===== config.mk =====
export PLATFORM = sky130hd
export DESIGN_NAME = uart_tx_scheduler
export DESIGN_NICKNAME = d
export VERILOG_FILES = /design/src/rtl/uart_tx_scheduler.sv
export SDC_FILE = /design/constraint.sdc
export NUM_CORES = 1
export LEC_CHECK = 0
export ABC_AREA = 0
export BUFFER_PORTS_ARGS = -buffer_cell sky130_fd_sc_hd__buf_2
export CORE_MARGIN = 4
export CORE_UTILIZATION = 45
export DETAILED_ROUTE_END_ITERATION = 7
export GPL_ROUTABILITY_DRIVEN = 0
export PLACE_DENSITY_LB_ADDON = 0.05
export SLEW_MARGIN = 10
export SYNTH_ARGS = -nofsm -noshare
export SYNTH_HDL_FRONTEND = slang
export SYNTH_SLANG_ARGS = --single-unit

===== constraint.sdc =====
create_clock -name clk -period 2.18 [get_ports clk]
set_clock_uncertainty 0.05 [all_clocks]
set_input_delay 0.436 -clock clk [delete_from_list [all_inputs] [get_ports clk]]
set_output_delay 0.436 -clock clk [all_outputs]
set_load 0.005 [all_outputs]

===== src/rtl/uart_tx_scheduler.sv =====
`default_nettype none
// ============================================================================
// Module      : uart_tx_scheduler
// Description : Round-robin transmit scheduler for the Duplex UART driver.
//               Arbitrates between two frame sources (ch0 telemetry, ch1
//               command responses). It latches one whole frame, then issues
//               the bytes one at a time on the driver's send/data inputs. Each
//               byte is paced by the driver's tx_done_flag pulse.
// Revision    : 1.0 - initial release
// ----------------------------------------------------------------------------
// Ports
//   clk         in   1          system clock
//   rst_n       in   1          asynchronous active-low reset
//   req0/req1   in   1          frame request, held high until the matching ack
//   len0/len1   in   LEN_W      frame length in bytes (clamped to MAX_LEN)
//   frame0/1    in   8*MAX_LEN  frame bytes, byte k at [8k+7:8k], k=0 sent first
//   ack0/ack1   out  1          one-cycle pulse: frame latched
//   uart_send   out  1          one-cycle pulse to the driver's send input
//   uart_data   out  8          byte to the driver's data_transmit input
//   uart_done   in   1          driver's tx_done_flag
//   busy        out  1          high in every state except IDLE
//   frame_done  out  1          one-cycle pulse: last byte of a frame completed
//   frame_ch    out  1          channel of the current or last granted frame
//   err         out  1          one-cycle pulse: byte watchdog abort
// ----------------------------------------------------------------------------
// Build option
//   UART_SCHED_TIMEOUT_EN : when defined, a per-byte watchdog of
//   TIMEOUT_CYCLES cycles abandons a frame whose tx_done_flag never arrives.
//   When undefined, err is tied low and no counter is built.
// ============================================================================
module uart_tx_scheduler #(
  parameter int MAX_LEN        = 8,
  parameter int LEN_W          = 4,
  parameter int TIMEOUT_CYCLES = 2_000_000
) (
  input  logic                 clk,
  input  logic                 rst_n,
  input  logic                 req0,
  input  logic [LEN_W-1:0]     len0,
  input  logic [8*MAX_LEN-1:0] frame0,
  output logic                 ack0,
  input  logic                 req1,
  input  logic [LEN_W-1:0]     len1,
  input  logic [8*MAX_LEN-1:0] frame1,
  output logic                 ack1,
  output logic                 uart_send,
  output logic [7:0]           uart_data,
  input  logic                 uart_done,
  output logic                 busy,
  output logic                 frame_done,
  output logic                 frame_ch,
  output logic                 err
);

  typedef enum logic [1:0] {
    IDLE = 2'd0,
    SEND = 2'd1,
    WAIT = 2'd2,
    GAP  = 2'd3
  } state_t;

  localparam logic [LEN_W-1:0] C_MAX_LEN = LEN_W'(MAX_LEN);
  localparam logic [LEN_W-1:0] C_ONE     = LEN_W'(1);

  // Elaboration-time sanity check on the configuration.
  generate
    if ((LEN_W != $clog2(MAX_LEN + 1)) || (TIMEOUT_CYCLES < 1)) begin : g_bad_param
      $error("uart_tx_scheduler: LEN_W must equal clog2(MAX_LEN+1) and TIMEOUT_CYCLES must be positive");
    end
  endgenerate

  state_t               r_state;
  logic                 r_last;       // channel granted most recently
  logic [LEN_W-1:0]     r_remaining;  // bytes left including the one in flight
  logic [8*MAX_LEN-1:0] r_buffer;     // byte in flight always sits in [7:0]

  logic                 w_any_req;
  logic                 w_grant;
  logic [LEN_W-1:0]     w_len_sel;
  logic [LEN_W-1:0]     w_len_clamped;
  logic [8*MAX_LEN-1:0] w_frame_sel;
  logic [8*MAX_LEN-1:0] w_buffer_next;

  // Grant selection: a lone requester always wins. When both request, the
  // channel that was not served last wins.
  always_comb begin
    w_any_req = req0 | req1;
    if (req0 && req1) begin
      w_grant = ~r_last;
    end else begin
      w_grant = req1;
    end
    w_len_sel     = w_grant ? len1 : len0;
    w_frame_sel   = w_grant ? frame1 : frame0;
    w_len_clamped = (w_len_sel > C_MAX_LEN) ? C_MAX_LEN : w_len_sel;
    // The buffer is shifted down one byte per advance, so the next byte to
    // send is always the low byte of the shifted value.
    w_buffer_next = r_buffer >> 8;
  end

`ifdef UART_SCHED_TIMEOUT_EN
  localparam int             WD_W      = $clog2(TIMEOUT_CYCLES + 1);
  localparam logic [WD_W-1:0] C_WD_LAST = WD_W'(TIMEOUT_CYCLES - 1);
  localparam logic [WD_W-1:0] C_WD_ONE  = WD_W'(1);

  logic [WD_W-1:0] r_wd_cnt;
  logic            w_wd_expired;

  // The counter is 0 in the first WAIT cycle. Flagging at TIMEOUT_CYCLES-1
  // makes the registered err land exactly TIMEOUT_CYCLES after WAIT entry.
  assign w_wd_expired = (r_wd_cnt == C_WD_LAST);
`endif

  always_ff @(posedge clk or negedge rst_n) begin
    if (!rst_n) begin
      r_state     <= IDLE;
      r_last      <= 1'b1;
      r_remaining <= '0;
      r_buffer    <= '0;
      ack0        <= 1'b0;
      ack1        <= 1'b0;
      uart_send   <= 1'b0;
      uart_data   <= 8'h00;
      busy        <= 1'b0;
      frame_done  <= 1'b0;
      frame_ch    <= 1'b0;
`ifdef UART_SCHED_TIMEOUT_EN
      err         <= 1'b0;
      r_wd_cnt    <= '0;
`endif
    end else begin
      // Pulse outputs default low and are raised for a single cycle below.
      ack0       <= 1'b0;
      ack1       <= 1'b0;
      uart_send  <= 1'b0;
      frame_done <= 1'b0;
`ifdef UART_SCHED_TIMEOUT_EN
      err        <= 1'b0;
`endif

      case (r_state)
        IDLE: begin
          if (w_any_req) begin
            ack0        <= ~w_grant;
            ack1        <= w_grant;
            frame_ch    <= w_grant;
            r_last      <= w_grant;
            busy        <= 1'b1;
            r_buffer    <= w_frame_sel;
            r_remaining <= w_len_clamped;
            if (w_len_clamped == '0) begin
              // Empty frame: acknowledge and complete without touching the UART.
              frame_done <= 1'b1;
              r_state    <= GAP;
            end else begin
              // Byte 0 goes out in the same cycle as the ack.
              uart_send <= 1'b1;
              uart_data <= w_frame_sel[7:0];
              r_state   <= SEND;
            end
          end
        end

        SEND: begin
          // uart_done is not looked at here; a pulse in this cycle is dropped.
`ifdef UART_SCHED_TIMEOUT_EN
          r_wd_cnt <= '0;
`endif
          r_state <= WAIT;
        end

        WAIT: begin
          if (uart_done) begin
            if (r_remaining == C_ONE) begin
              frame_done <= 1'b1;
              r_state    <= GAP;
            end else begin
              r_remaining <= r_remaining - C_ONE;
              r_buffer    <= w_buffer_next;
              uart_data   <= w_buffer_next[7:0];
              uart_send   <= 1'b1;
              r_state     <= SEND;
            end
          end
`ifdef UART_SCHED_TIMEOUT_EN
          else if (w_wd_expired) begin
            // Abandon the frame: no frame_done for an aborted transfer.
            err     <= 1'b1;
            r_state <= GAP;
          end else begin
            r_wd_cnt <= r_wd_cnt + C_WD_ONE;
          end
`endif
        end

        GAP: begin
          busy    <= 1'b0;
          r_state <= IDLE;
        end

        default: begin
          busy    <= 1'b0;
          r_state <= IDLE;
        end
      endcase
    end
  end

`ifndef UART_SCHED_TIMEOUT_EN
  assign err = 1'b0;
`endif

endmodule
`default_nettype wire

==> flow_metrics.py <==
metrics = {
    "routing": {
        "final_antenna_net_count": 0,
        "viasPerCell": 5.56,
        "vias": 4167,
        "wl_per_cell_um": 15.4,
        "routed_wl_um": 11500,
        "drtPass1Iterations": 4,
        "remaining_drc_errors": 0,
        "drt-initial-drc-count": 188,
    },
    "power_and_ir_drop": {
        "peakVddDrop_uv": 863,
        "clkPwrFrac_pct": 17.0,
        "leakage_nw": 2.94,
        "power_switching_share_pct": 38.3,
        "seq_power_share_pct": 34.5,
        "switchingPower_w": 0.00287,
        "powerDensity_nw_per_um2": 1360,
        "pwr-share-comb_pct": 48.5,
        "internal-power_w": 0.00461,
        "total_power_w": 0.00748,
    },
    "cts": {
        "htreeDepth": 3,
        "post-cts-setup-buffers": 0,
        "clock_sinks": 77,
        "ctsRootBufferMaster": "clkbuf_8",
        "clock_latency_ps": 340,
        "numCtsBuffers": 9,
        "clk_pin_slew_ps": 80,
        "cts_tree": "done",
        "cts_buffer_depth": 2,
    },
    "die": {
        "core_area_um2": 9200,
        "dieArea_um2": 11000,
        "die_x_um": 105,
        "pin_count": 156,
        "dieHeight_um": 105,
        "rows": 35,
        "initial_utilization_pct": 46.1,
    },
    "critical_path": {
        "cp-end-kind": "register",
        "path_class": "reg -> reg",
        "arrival_ps": 2160,
        "cp-start-kind": "register",
        "crit_fanout": 9,
        "worstPathRequired_ps": 2350,
    },
    "synthesis": {
        "postSynth.asyncResetShare_pct": 100,
        "yosysUniqueCellTypes": 38,
        "synth-edff-count": 0,
        "syn_nets": 636,
        "ys_warn_count": 0,
        "synth_ff_type": "dfrtp_1",
        "synthTopCellsByArea": "dfrtp_1 (45%), nand2_1 (12%), a311oi_1 (9.9%)",
        "synth_area_leader_cell": "dfrtp_1",
        "synth_top_area_share_pct": 44.8,
        "synth-seq-cells": 77,
        "synthCells": 493,
        "avgSynthCellArea_um2": 8.61,
        "netlist_area_um2": 4240,
        "synth-seq-area-share_pct": 45.4,
    },
    "global_route": {
        "grt_pass1_wl_um": 18800,
        "grt_overflow": 0,
        "grt_pass1_vias": 4065,
        "grt_usage_pct": 20.6,
        "grt_max_degree": 62,
        "antenna_found_initial": 0,
    },
    "timing": {
        "hold_violations": 0,
        "setup-violations-final": 0,
        "period_share_pct": 91.3,
        "rsz0062_at_grt": "no",
        "fmax_ghz": 0.502,
        "slew_viol_final": 0,
        "fin_crit_ps": 1990,
        "setup-tns-final_ps": 0,
    },
    "cells_and_area": {
        "fin_nets": 776,
        "antenna_cells": 0,
        "stdcell_count": 749,
        "area_growth_syn_to_layout_pct": 29.3,
        "layout-drive-gt1-share_pct": 31.2,
        "fin_area_um2": 5480,
    },
    "hold_path": {
        "holdCritPathClass": "in -> reg",
    },
    "flow_run": {
        "maxCapViolations": 0,
    },
    "run_status": {
        "status": "complete, no violations",
    },
    "placement": {
        "dp_cells": 732,
        "placed_area_um2": 5240,
        "numPortBuffers": 154,
        "dp.final_hpwl_um": 8260,
    },
}
## through the flow
stage                     util [%]  hold slack, ps  worst slack, ps
after floorplan                  -            90.4              109
after global placement        56.9             311             20.0
after detailed placement      56.9             312            -14.0
after CTS                     59.6             336             76.5
after global routing          59.6             353             89.1
final                         59.6             351              190
## final timing paths
path                                             from                        to  slack [ps]  cells past startpoint
setup reg to reg           r_remaining[1]$_DFFE_PN0P_  uart_data[1]$_DFFE_PN0P_         190                      7
max in group asynchronous                       rst_n  r_buffer[50]$_DFFE_PN0P_        1040                      3
hold / removal                              uart_done    r_state[1]$_DFFE_PN0P_         350                      3
min in group asynchronous                       rst_n       uart_send$_DFF_PN0_         480                      2
hold reg to reg                      busy$_DFFE_PN0P_          busy$_DFFE_PN0P_         430                      2
setup / recovery           r_remaining[1]$_DFFE_PN0P_  uart_data[1]$_DFFE_PN0P_         190                      7
## power groups by stage
stage	Sequential (W)	Combinational [W]	Clock, W
floorplan	0.00249	0.00255	0
global placement	0.00257	0.00359	0
detailed placement	0.00260	0.00366	0
CTS	0.00257	0.00368	0.00130
global route	0.00267	0.00408	0.00136
finish	0.00258	0.00363	0.00127
## cells by family (layout without fill, tap and decap cells)
family,after synthesis,after routing,share of synthesized area [%]
fa+ha+maj,2,2,0.590
mux,16,16,4.01
compound gates,133,133,24.8
flops,77,77,45.4
simple gates,218,218,20.8
other cells,1,1,0.0884
buf+inv,46,191,4.19
## flip-flops by register name (all words and copies together), names as in the netlist
name	cells
r_buffer	56
ack1	1
frame_ch	1
ack0	1
r_last	1
uart_data	8
uart_send	1
r_remaining	4
busy	1
frame_done	1
r_state	2
## worst max-delay path: stages, from the launching register on
cell and delay [ps]:
dfrtp_1 390, inv_1 80, ha_1 160, nor3b_2 210, o22ai_1 160, a311oi_4 330, buf_12 170, mux2_2 330
## cells in the mapped netlist (all sizes together) (5+ instances only)
cell type / count
nor2: 63
clkbuf: 38
o21ai: 5
a31oi: 11
nand2: 130
a21o: 51
nor3: 5
mux2: 8
o31ai: 9
dfrtp: 76
mux2i: 8
a311oi: 49
## what timing repair did
item | CTS | global route
hold buffers | 1 | 0
resized for setup | 0 | 1
endpoints found under the hold margin | 21 | 0
setup endpoints to repair | 0 | 6
## final cells by class
class	instances	area, um^2
Tap cell	111	139
Clock buffer	12	135
Inverter	4	15.0
Clock inverter	4	97.6
Timing Repair Buffer	171	991
Multi-Input combinational cell	370	2180
Sequential cell	77	1930
Fill cell	858	3710
## layout by cell type (no fill, tap or decap), types with 2 or more instances in the layout
cell type	synthesis	final
nor3_1	5	5
or3_1	2	2
a21o_1	51	51
o22a_1	2	2
nand3b_1	2	2
mux2i_1	8	8
buf_12	0	7
and3_1	4	4
mux2_2	8	8
o31ai_1	9	9
dfrtp_1	76	76
inv_1	4	4
nor2_1	63	63
a31oi_1	11	11
bufinv_16	0	3
nor3b_1	3	2
a311oi_1	48	48
clkbuf_8	0	9
ha_1	2	2
buf_2	1	153
nand2_1	130	130
nor2b_1	2	2
o21ai_0	5	5
buf_4	1	10
clkbuf_1	38	3
## metal layers
| metal | part of all wire (%) | vias to the layer above | track usage, % |
|---|---|---|---|
| li1 | - | 2025 | - |
| met1 | 45 | 1971 | 27.6 |
| met2 | 48 | 156 | 34.1 |
| met3 | 6.2 | 15 | 3.64 |
| met4 | 1.1 | 0 | 6.00 |
| met5 | 0 | - | 0 |
No activity file was read; power rests on OpenSTA's default activity.
